`src/rtl/sdi_mode_ce_gen_if.sv`:
```
// Control/status bundle for the SDI per-mode clock-enable generator.
// The master side requests modes and the slave side reports the running rate.
interface sdi_mode_ce_gen_if #(
    parameter int CNT_W = 16
) ();
    logic             en;
    logic             mode_req;
    logic [2:0]       mode_in;
    logic             frac_in;
    logic             ce;
    logic [CNT_W-1:0] ce_cnt;
    logic [2:0]       mode_cur;
    logic             frac_cur;
    logic             mode_ack;
    logic             busy;

    modport master (
        output en, mode_req, mode_in, frac_in,
        input  ce, ce_cnt, mode_cur, frac_cur, mode_ack, busy
    );

    modport slave (
        input  en, mode_req, mode_in, frac_in,
        output ce, ce_cnt, mode_cur, frac_cur, mode_ack, busy
    );
endinterface

```
`src/rtl/sdi_mode_ce_gen.sv`:
```
// Per-mode SDI sample clock-enable generator.
// A fractional N/D accumulator running on one reference clock produces the
// 74.25/148.5/297 MHz sample rates (integer or /1.001).
// A mode request is applied only at a ce boundary, so ce never glitches.
module sdi_mode_ce_gen #(
    parameter int unsigned STEP_UNIT = 1000,
    parameter int unsigned DEN_INT   = 4000,
    parameter int unsigned DEN_FRAC  = 4004,
    parameter int          ACC_W     = 13,
    parameter int          CNT_W     = 16,
    parameter logic [2:0]  MODE_RST  = 3'b000
) (
    input  logic              clk,
    input  logic              rst_n,
    sdi_mode_ce_gen_if.slave  bus
);

    typedef enum logic [1:0] {
        ST_IDLE = 2'd0,
        ST_RUN  = 2'd1,
        ST_PEND = 2'd2
    } state_t;

    // Accumulator increment for a mode: HD is the 1x rate, 12G is 4x,
    // and every other code (12G_1 included) runs in the 148.5 class.
    function automatic logic [ACC_W:0] step_of(input logic [2:0] mode);
        logic [ACC_W:0] unit_v;
        unit_v = STEP_UNIT[ACC_W:0];
        case (mode)
            3'b000:  step_of = unit_v;
            3'b101:  step_of = unit_v << 2;
            default: step_of = unit_v << 1;
        endcase
    endfunction

    state_t           state_r,    state_nx;
    logic [ACC_W-1:0] acc_r,      acc_nx;
    logic             ce_r,       ce_nx;
    logic [CNT_W-1:0] cnt_r,      cnt_nx;
    logic [2:0]       mode_r,     mode_nx;
    logic             frac_r,     frac_nx;
    logic [2:0]       pmode_r,    pmode_nx;
    logic             pfrac_r,    pfrac_nx;
    logic             ack_r,      ack_nx;
    logic             busy_r,     busy_nx;

    logic [ACC_W:0]   step_s;
    logic [ACC_W:0]   den_s;
    logic [ACC_W:0]   sum_s;
    logic [ACC_W:0]   diff_s;
    logic             wrap_s;

    // Accumulator arithmetic for the rate currently in force.
    always_comb begin
        step_s = step_of(mode_r);
        if (frac_r) begin
            den_s = DEN_FRAC[ACC_W:0];
        end else begin
            den_s = DEN_INT[ACC_W:0];
        end
        sum_s  = {1'b0, acc_r} + step_s;
        diff_s = sum_s - den_s;
        wrap_s = (sum_s >= den_s);
    end

    // Next-state, accumulator and mode-switch decisions.
    always_comb begin
        state_nx = state_r;
        acc_nx   = acc_r;
        ce_nx    = 1'b0;
        cnt_nx   = cnt_r;
        mode_nx  = mode_r;
        frac_nx  = frac_r;
        pmode_nx = pmode_r;
        pfrac_nx = pfrac_r;
        ack_nx   = 1'b0;

        if (!bus.en) begin
            // Stopped: clear the phase; any request (new or pending) lands now.
            state_nx = ST_IDLE;
            acc_nx   = {ACC_W{1'b0}};
            if (bus.mode_req) begin
                mode_nx = bus.mode_in;
                frac_nx = bus.frac_in;
                ack_nx  = 1'b1;
            end else if (state_r == ST_PEND) begin
                mode_nx = pmode_r;
                frac_nx = pfrac_r;
                ack_nx  = 1'b1;
            end else begin
                ack_nx  = 1'b0;
            end
        end else begin
            if (wrap_s) begin
                acc_nx = diff_s[ACC_W-1:0];
                ce_nx  = 1'b1;
                cnt_nx = cnt_r + {{(CNT_W-1){1'b0}}, 1'b1};
            end else begin
                acc_nx = sum_s[ACC_W-1:0];
                ce_nx  = 1'b0;
            end

            case (state_r)
                ST_IDLE: begin
                    state_nx = ST_RUN;
                    if (bus.mode_req) begin
                        mode_nx = bus.mode_in;
                        frac_nx = bus.frac_in;
                        ack_nx  = 1'b1;
                    end else begin
                        ack_nx  = 1'b0;
                    end
                end
                ST_RUN: begin
                    if (bus.mode_req) begin
                        pmode_nx = bus.mode_in;
                        pfrac_nx = bus.frac_in;
                        state_nx = ST_PEND;
                    end else begin
                        state_nx = ST_RUN;
                    end
                end
                ST_PEND: begin
                    if (wrap_s) begin
                        // Switch on the ce boundary; the remainder is dropped
                        // so the new rate starts from a clean phase.
                        if (bus.mode_req) begin
                            mode_nx = bus.mode_in;
                            frac_nx = bus.frac_in;
                        end else begin
                            mode_nx = pmode_r;
                            frac_nx = pfrac_r;
                        end
                        acc_nx   = {ACC_W{1'b0}};
                        ack_nx   = 1'b1;
                        state_nx = ST_RUN;
                    end else if (bus.mode_req) begin
                        pmode_nx = bus.mode_in;
                        pfrac_nx = bus.frac_in;
                    end else begin
                        state_nx = ST_PEND;
                    end
                end
                default: begin
                    state_nx = ST_IDLE;
                    acc_nx   = {ACC_W{1'b0}};
                    ce_nx    = 1'b0;
                    cnt_nx   = cnt_r;
                end
            endcase
        end

        busy_nx = (state_nx == ST_PEND);
    end

    // State and output registers.
    always_ff @(posedge clk or negedge rst_n) begin
        if (!rst_n) begin
            state_r <= ST_IDLE;
            acc_r   <= {ACC_W{1'b0}};
            ce_r    <= 1'b0;
            cnt_r   <= {CNT_W{1'b0}};
            mode_r  <= MODE_RST;
            frac_r  <= 1'b0;
            pmode_r <= MODE_RST;
            pfrac_r <= 1'b0;
            ack_r   <= 1'b0;
            busy_r  <= 1'b0;
        end else begin
            state_r <= state_nx;
            acc_r   <= acc_nx;
            ce_r    <= ce_nx;
            cnt_r   <= cnt_nx;
            mode_r  <= mode_nx;
            frac_r  <= frac_nx;
            pmode_r <= pmode_nx;
            pfrac_r <= pfrac_nx;
            ack_r   <= ack_nx;
            busy_r  <= busy_nx;
        end
    end

    assign bus.ce       = ce_r;
    assign bus.ce_cnt   = cnt_r;
    assign bus.mode_cur = mode_r;
    assign bus.frac_cur = frac_r;
    assign bus.mode_ack = ack_r;
    assign bus.busy     = busy_r;

endmodule

```
`src/flat_wrapper.sv`:
```
// flat-port wrapper written by rule: the top's interface ports become plain ports
module sdi_mode_ce_gen_flat 
#(
    parameter int unsigned STEP_UNIT = 1000,
    parameter int unsigned DEN_INT   = 4000,
    parameter int unsigned DEN_FRAC  = 4004,
    parameter int          ACC_W     = 13,
    parameter int          CNT_W     = 16,
    parameter logic [2:0]  MODE_RST  = 3'b000
)
  (clk, rst_n, bus_en, bus_mode_req, bus_mode_in, bus_frac_in, bus_ce, bus_ce_cnt, bus_mode_cur, bus_frac_cur, bus_mode_ack, bus_busy);
  sdi_mode_ce_gen_if #(.CNT_W(CNT_W)) bus_i ();
  input  logic clk;
  input  logic rst_n;
  input wire logic [$bits(bus_i.en)-1:0] bus_en;
  input wire logic [$bits(bus_i.mode_req)-1:0] bus_mode_req;
  input wire logic [$bits(bus_i.mode_in)-1:0] bus_mode_in;
  input wire logic [$bits(bus_i.frac_in)-1:0] bus_frac_in;
  output wire logic [$bits(bus_i.ce)-1:0] bus_ce;
  output wire logic [$bits(bus_i.ce_cnt)-1:0] bus_ce_cnt;
  output wire logic [$bits(bus_i.mode_cur)-1:0] bus_mode_cur;
  output wire logic [$bits(bus_i.frac_cur)-1:0] bus_frac_cur;
  output wire logic [$bits(bus_i.mode_ack)-1:0] bus_mode_ack;
  output wire logic [$bits(bus_i.busy)-1:0] bus_busy;
  assign bus_i.en = bus_en;
  assign bus_i.mode_req = bus_mode_req;
  assign bus_i.mode_in = bus_mode_in;
  assign bus_i.frac_in = bus_frac_in;
  assign bus_ce = bus_i.ce;
  assign bus_ce_cnt = bus_i.ce_cnt;
  assign bus_mode_cur = bus_i.mode_cur;
  assign bus_frac_cur = bus_i.frac_cur;
  assign bus_mode_ack = bus_i.mode_ack;
  assign bus_busy = bus_i.busy;
  sdi_mode_ce_gen #(.STEP_UNIT(STEP_UNIT), .DEN_INT(DEN_INT), .DEN_FRAC(DEN_FRAC), .ACC_W(ACC_W), .CNT_W(CNT_W), .MODE_RST(MODE_RST)) u_core (.clk(clk), .rst_n(rst_n), .bus(bus_i));
endmodule
```
`config.mk`:
```
export PLATFORM = sky130hd
export DESIGN_NAME = sdi_mode_ce_gen_flat
export DESIGN_NICKNAME = d
export VERILOG_FILES = /design/src/rtl/sdi_mode_ce_gen_if.sv /design/src/rtl/sdi_mode_ce_gen.sv /design/src/flat_wrapper.sv
export SDC_FILE = /design/constraint.sdc
export NUM_CORES = 1
export LEC_CHECK = 0
export BUFFER_PORTS_ARGS = -buffer_cell sky130_fd_sc_hd__buf_2
export CORE_ASPECT_RATIO = 1.75
export CORE_UTILIZATION = 53
export CTS_CLUSTER_DIAMETER = 30
export CTS_CLUSTER_SIZE = 25
export DETAILED_ROUTE_END_ITERATION = 8
export PLACE_DENSITY_LB_ADDON = 0.15
export SYNTH_ARGS = -nofsm -noshare
export SYNTH_HDL_FRONTEND = slang
export SYNTH_SLANG_ARGS = --single-unit
```
`constraint.sdc`:
```
create_clock -name clk -period 3.1 [get_ports clk]
set_input_delay 0.155 -clock clk [delete_from_list [all_inputs] [get_ports clk]]
set_output_delay 0.155 -clock clk [all_outputs]
set_load 0.03 [all_outputs]
```
==> After elaboration in Yosys (flattened, before gate mapping) <==
Index checks and enable logic that the tools add are counted.
{ "word_totals": {"reg_bits": 42, "input_bits": 8, "elab_cells": 68} }
{ "op_classes": {"n_addsub": 3, "magnitude_cmp": 1, "eq_ne": 8, "mux": 37, "reduce_logical": 9} }
{ "ops": {"columns": ["cell", "n"], "rows": [
  ["$mux W13", 3],
  ["$pmux W13 S2", 1],
  ["$mux W3", 8],
  ["$pmux W12 S2", 1],
  ["$add A16 B1 Y16 const B", 1],
  ["$add A13 B12 Y14", 1],
  ["$ge A14 B12 Y1", 1],
  ["$mux W1", 14],
  ["$sub A13 B12 Y13", 1],
  ["$pmux W3 S2", 2],
  ["$mux W2", 4],
  ["$pmux W1 S2", 3],
  ["$pmux W2 S3", 1],
  ["$reduce_and A3 Y1", 2],
  ["$eq A2 B2 Y1 const B", 2],
  ["$reduce_and A4 Y1", 1],
  ["$eq A3 B3 Y1 const B", 1],
  ["$logic_not A3 Y1", 1],
  ["$ne A3 B1 Y1 const B", 1],
  ["$ne A3 B2 Y1 const B", 1],
  ["$ne A3 B3 Y1 const B", 1],
  ["$reduce_bool A3 Y1", 1],
  ["$reduce_or A3 Y1", 1],
  ["$eq A2 B1 Y1 const B", 1],
  ["other kinds (4)", 4]
]} }

==> Depth between registers and ports, before layout <==
{ "logic_depth": {"ltp_word": 8, "depth_mapped": 14, "ltp_nobuf": 13} }

==> Worst setup path after synthesis <==
OpenSTA, ideal clock, no wires.
{ "synth_timing": {"kind": "reg2reg", "startpoint": "register u_core.mode_r[2], in the netlist u_core.bus.mode_cur[2]", "endpoint": "register u_core.frac_r, in the netlist u_core.bus.frac_cur", "setup_ps": 125, "arrival_ps": 3285, "path_slack_ps": -309, "stages_incl_launch_ff": 12, "synth_period_minus_slack_ps": 3409, "path_cell_list": "dfrtp_1 > or3_1 > nand2_1 > inv_1 > fa_1 > a21o_1 > a21oi_2 > xor2_2 > a21boi_4 > nand2_2 > a221oi_4 > mux2_2"} }
{ "synth_between": {"elab_chain_len": 6, "word_cells_on_any_way": 7, "classes_between": "add/sub: 1; order compare: 1; eq/ne: 2; mux: 1; reduce/logical: 2"} }
{ "synth_rtl": {"columns": ["item", "line", "source"], "rows": [
  ["start: declaration", "sdi_mode_ce_gen.sv:40", "logic [2:0] mode_r, mode_nx;"],
  ["start signal: assignment", "sdi_mode_ce_gen.sv:174", "mode_r <= mode_nx;"],
  ["$eq A3 B3 Y1 / $logic_not A3 Y1 (equally long branches)", "sdi_mode_ce_gen.sv:29", "case (mode)"],
  ["$pmux W12 S2 *", "sdi_mode_ce_gen.sv:29", null],
  ["$add A13 B12 Y14 *", "sdi_mode_ce_gen.sv:61", "sum_s = {1'b0, acc_r} + step_s;"],
  ["$ge A14 B12 Y1 *", "sdi_mode_ce_gen.sv:63", "wrap_s = (sum_s >= den_s);"],
  ["$ne A3 B2 Y1 (no line) *", null, null],
  ["$reduce_and A4 Y1 (no line) *", null, null],
  ["end signal: assignment", "sdi_mode_ce_gen.sv:175", "frac_r <= frac_nx;"],
  ["end: declaration", "sdi_mode_ce_gen.sv:41", "logic frac_r, frac_nx;"]
]} }
Every way passes the cells marked *; elsewhere a longest branch is shown, timed or not.
A chain may end at the register's enable or synchronous reset.

==> Final worst setup path <==
{ "layout_timing": {"startpoint": "register u_core.mode_r[0], in the netlist u_core.bus.mode_cur[0]", "endpoint": "register u_core.cnt_r[10], in the netlist u_core.bus.ce_cnt[10]"} }
{ "layout_between": {"elab_chain_len": 5, "word_cells_on_any_way": 6, "classes_between": "add/sub: 1; order compare: 1; eq/ne: 1; mux: 1; reduce/logical: 2"} }
{ "layout_rtl": {"columns": ["item", "line", "source"], "rows": [
  ["$eq A3 B3 Y1 / $logic_not A3 Y1 (equally long branches)", "sdi_mode_ce_gen.sv:29", null],
  ["$pmux W12 S2 *", "sdi_mode_ce_gen.sv:29", null],
  ["$add A13 B12 Y14 *", "sdi_mode_ce_gen.sv:61", null],
  ["$ge A14 B12 Y1 *", "sdi_mode_ce_gen.sv:63", null],
  ["$reduce_and A3 Y1 (no line) *", null, null],
  ["end signal: assignment", "sdi_mode_ce_gen.sv:162", "cnt_r <= {CNT_W{1'b0}};"],
  ["end signal: assignment", "sdi_mode_ce_gen.sv:173", "cnt_r <= cnt_nx;"],
  ["end: declaration", "sdi_mode_ce_gen.sv:39", "logic [CNT_W-1:0] cnt_r, cnt_nx;"]
]} }
Marks and branches as above.

==> reports/results.txt <==
For this run the aggregate overflow at the end of global routing stands at 0. The detail route stage leaves a number of antenna-violating nets equal to 0. The flow ran to the end, but the final reports show violations. The analysis attributes to net switching a power of 2.05 mW. After detailed placement, the total cell area comes to 3190 um2.

Via count of the first global-routing pass: 2,592. The die is 97.3 um tall. The cell that appears most often on the critical path is sky130_fd_sc_hd__a21oi_4. After detailed routing, the average wire length per cell comes to 17.2 um. The switching share of power is 0.470.

Row generation in the floorplan step produced 34 rows. When the netlist entered floorplanning its net count stood at 315. In this run the static leakage power is 1.65 nW. The final-layout fill cell count was 422. The number of buffers inserted during clock tree synthesis is 5, and the highest fanout seen on the critical path is 7.

The run gives 0.364 as the share of the yosys chip area belonging to registers. The final reports fail on negative hold slack, negative setup slack. For the pin count of the biggest net entering global routing, the log shows 41. In this run the critical register-to-register path is captured at u_core.bus.ce_cnt[10]$_DFFE_PN0P_.

Number of hold buffers added after CTS: 0. Total count of hold-check failures in the final report: 24. The count of pins on the block boundary came out at 31. The run gives 2,498 as the via count of the routed design. The worst register-to-register path has a setup slack of -70 ps. The worst setup path is captured at a flop. Tracing the worst setup path back leads to its startpoint at u_core.bus.mode_cur[0]$_DFFE_PN0P_. The final worst hold slack was -21.0 ps; the clock sink count was 40. The reg-to-reg startpoint is u_core.bus.mode_cur[0]$_DFFE_PN0P_. The clock slew at the register clock pins of the worst setup and hold paths came out at 80 ps. The number of synthesized register bits is 40. The synthesized area per cell works out to 9.27 um2. TritonCTS built the clock tree.

The classification of the worst setup path is reg -> reg. For this run, the slowest stage of the critical path takes 420 ps. The die covers 5500 um2.

The run gives 0.553 as the initial core utilization. Setup repair after global routing could not meet its margin everywhere. Share of layout cells above drive strength 1: 0.337. Following the worst setup path forward leads to its endpoint at u_core.bus.ce_cnt[10]$_DFFE_PN0P_. The clock latency on the worst-skew pair is 300 ps, and the synthesized area is 2750 um2.

The root buffer cell chosen for the clock tree is sky130_fd_sc_hd__clkbuf_8. The number of slew-limit violations in the final report was 0; the final weighted congestion of routability-driven global placement was 0.880. The signal arrival time at the worst endpoint was 3390 ps.

Walking the worst path, the cells encountered are or3_4 > nand2_4 > inv_4 > fa_2 > a21o_4 > a21oi_4 > xor2_2 > a21boi_4 > buf_6 > a21oi_4 > buf_4 > nor4_4 > xor2_1. The first global-routing pass estimated 12,100 um of wire. The final period utilization came out at 1.02. The remaining design rule violation count is 0. Leading register cell type out of synthesis: sky130_fd_sc_hd__dfrtp_1. For the detailed router's first-iteration violation count, the log shows 128.

For the pin with the worst max-slew slack, the measured transition is 910 ps. The finished cells cover 3480 um2. Based on the critical path, the design can be clocked at up to 0.316 GHz. The min-delay analysis places its worst path in the category in -> async. For the number of antenna violations at the first check in global routing, the log shows 0.

The global router's overall resource usage is 0.281, and the internal power contribution is 2.31 mW. Area of the core: 4980 um2. Detailed placement ended at an HPWL of 5120 um. In this run, synthesis inferred 0 flip-flops with an integrated enable. The final worst-path setup slack is -66.2 ps, and the largest voltage drop on the vdd net is 939 uV. The run gives 379 as the number of nets in the finished design. Relative to the synthesized area, the layout overhead comes to 26.5%.

Between clock sinks in the finished design, the worst skew comes to 7.56 ps. After detailed routing, the number of vias per cell comes to 6.00. Data on the critical path is required at its endpoint by 3320 ps. The async set or reset register ratio after synthesis is 1.00. For this design, the slowest cell found on the critical path is sky130_fd_sc_hd__or3_4.

Measured in cells, the most critical reg-to-reg path has a length of 13. The startpoint type of the worst setup path was a flop. Setup violations remaining at the end of the flow were counted as 19. The clock tree buffer depth was 2; the number of port buffers was 30. The die is 56.5 um wide.

The repair_antennas step left the layout with diodes totalling 0. For this design the ratio of total power to cell area is 1250 nW/um2. The H-tree generated during clock tree synthesis spans 2 levels.

The logs give 0 for the count of maximum capacitance violations and 297 for the post-synthesis instance total. For this run, the detailed router's first-pass iteration total came to 4. Count of different cell masters after synthesis: 62.

The share of power burned in registers is 0.184, and the part of the power in the clock network is 0.083. During synthesis, Yosys emitted a total of 0 warnings. Relative slew slack: 0.394. For the fraction of power consumed by combinational cells, the log shows 0.733.

After detailed routing, the total wire length is 7150 um. The final critical-path required period is 3170 ps.
Yosys cell counts, drive strengths merged, types with 3 or more instances:
master / count / area (um2)
and3: 8 / 50.1
nand4: 7 / 43.8
nor3b: 4 / 30.0
nor3: 11 / 55.1
mux2: 9 / 101
a21o: 3 / 30.0
xor2: 12 / 113
or4: 3 / 22.5
a311o: 5 / 50.1
nor2: 21 / 78.8
dfrtp: 40 / 1000
ha: 9 / 113
buf: 5 / 31.3
nor2b: 3 / 18.8
nand3: 12 / 60.1
nand2: 29 / 111
inv: 11 / 41.3
clkbuf: 10 / 37.5
or3: 5 / 31.3
o21a: 3 / 22.5
a21oi: 20 / 115
o21ai: 9 / 48.8
xnor2: 12 / 105
nor4: 8 / 65.1
kinds of logic after synthesis:
kind of cell             synth area share
AO/OA/AOI/OAI                       0.192
XOR/XNOR                           0.0791
adder cells (fa/ha/maj)            0.0482
buffers and inverters              0.0414
flip-flops                          0.364
multiplexers                       0.0441
AND/OR/NAND/NOR                     0.232
layout make-up:
type                            instances  area (um2)  share of cell area
Multi-Input combinational cell        231        1800               0.517
Sequential cell                        40        1000               0.288
Timing Repair Buffer                   71         473               0.136
Clock buffer                            6        82.6              0.0237
Tap cell                               54        67.6              0.0194
Inverter                               12        47.5              0.0136
Clock inverter                          2        10.0             0.00287
cells in the final DEF (no fill, tap or decap), types with 3 or more instances in the layout:
cell,netlist,final
sky130_fd_sc_hd__nand4_1,7,7
sky130_fd_sc_hd__nand3_1,12,11
sky130_fd_sc_hd__a21oi_1,18,18
sky130_fd_sc_hd__o21ai_0,6,5
sky130_fd_sc_hd__ha_1,9,7
sky130_fd_sc_hd__clkbuf_8,0,6
sky130_fd_sc_hd__nor2b_1,3,3
sky130_fd_sc_hd__or4_1,3,3
sky130_fd_sc_hd__nor3b_1,4,4
sky130_fd_sc_hd__xor2_1,11,10
sky130_fd_sc_hd__xnor2_1,12,12
sky130_fd_sc_hd__a311o_1,5,5
sky130_fd_sc_hd__buf_2,4,30
sky130_fd_sc_hd__mux2_2,6,4
sky130_fd_sc_hd__or3_1,5,4
sky130_fd_sc_hd__mux2_4,0,4
sky130_fd_sc_hd__dfrtp_1,40,38
sky130_fd_sc_hd__o21a_1,3,3
sky130_fd_sc_hd__nor4_1,7,5
sky130_fd_sc_hd__nor2_1,21,20
sky130_fd_sc_hd__and3_1,8,8
sky130_fd_sc_hd__buf_4,0,38
sky130_fd_sc_hd__nor3_1,11,11
sky130_fd_sc_hd__inv_1,11,9
sky130_fd_sc_hd__a21o_4,1,3
sky130_fd_sc_hd__nand2_1,28,25
flip-flops by register name, indices dropped and copies added (netlist names):
name	count
u_core.acc_r	11
u_core.bus.frac_cur	1
u_core.bus.ce	1
u_core.bus.ce_cnt	16
u_core.bus.mode_cur	3
u_core.pmode_r	3
u_core.bus.busy	1
u_core.pfrac_r	1
u_core.bus.mode_ack	1
u_core.state_r	2
timing repair:
action / in CTS / in global routing
pin swaps: 10 / 2
setup buffers: 5 / 1
setup endpoints to repair: 37 / 38
gates cloned: 1 / 0
resized for setup: 23 / 6
worst min-delay path by stage:
stage                                         to  startpoint  cells after the start
2_1_floorplan         u_core.acc_r[10]$_DFF_PN0_       rst_n                      0
3_3_place_gp   u_core.bus.ce_cnt[13]$_DFFE_PN0P_       rst_n                      1
3_5_place_dp   u_core.bus.ce_cnt[13]$_DFFE_PN0P_       rst_n                      1
4_1_cts                u_core.acc_r[2]$_DFF_PN0_       rst_n                      1
5_1_grt        u_core.bus.ce_cnt[13]$_DFFE_PN0P_       rst_n                      1
6_report       u_core.bus.ce_cnt[13]$_DFFE_PN0P_       rst_n                      1
critical path, delay by kind of cell, from the launching register on:
kind,cells,cell delay (ps)
xor+xnor,2,400
fa+ha+maj,1,370
buf+inv,3,360
flops,1,400
compound gates,4,730
simple gates,3,820
per-layer routing:
layer	share of wire	vias up	GRT usage
met1	0.38	1210	0.313
met5	0	-	0
met2	0.56	56	0.511
li1	-	1213	-
met3	0.027	19	0.0386
met4	0.031	0	0.128
per-stage QoR:
step	power (mW)	worst slack (ps)	setup TNS [ps]	utilization	std cells
2_1_floorplan	2.67	-163	-771	-	297
3_3_place_gp	3.58	-159	-2550	0.641	401
3_5_place_dp	3.62	-201	-3880	0.641	401
4_1_cts	4.28	-36.1	-183	0.695	415
5_1_grt	4.66	-193	-4210	0.700	416
6_report	4.36	-66.2	-639	0.700	416
power by group through the flow:
stage,sequential [mW],clock (mW),combinational (mW)
after global routing,0.820,0.391,3.45
after detailed placement,0.803,0,2.82
after floorplan,0.901,0,1.77
after global placement,0.798,0,2.78
after CTS,0.798,0.368,3.11
final,0.802,0.362,3.20
Note: power is estimated with default switching activity, not from simulation.
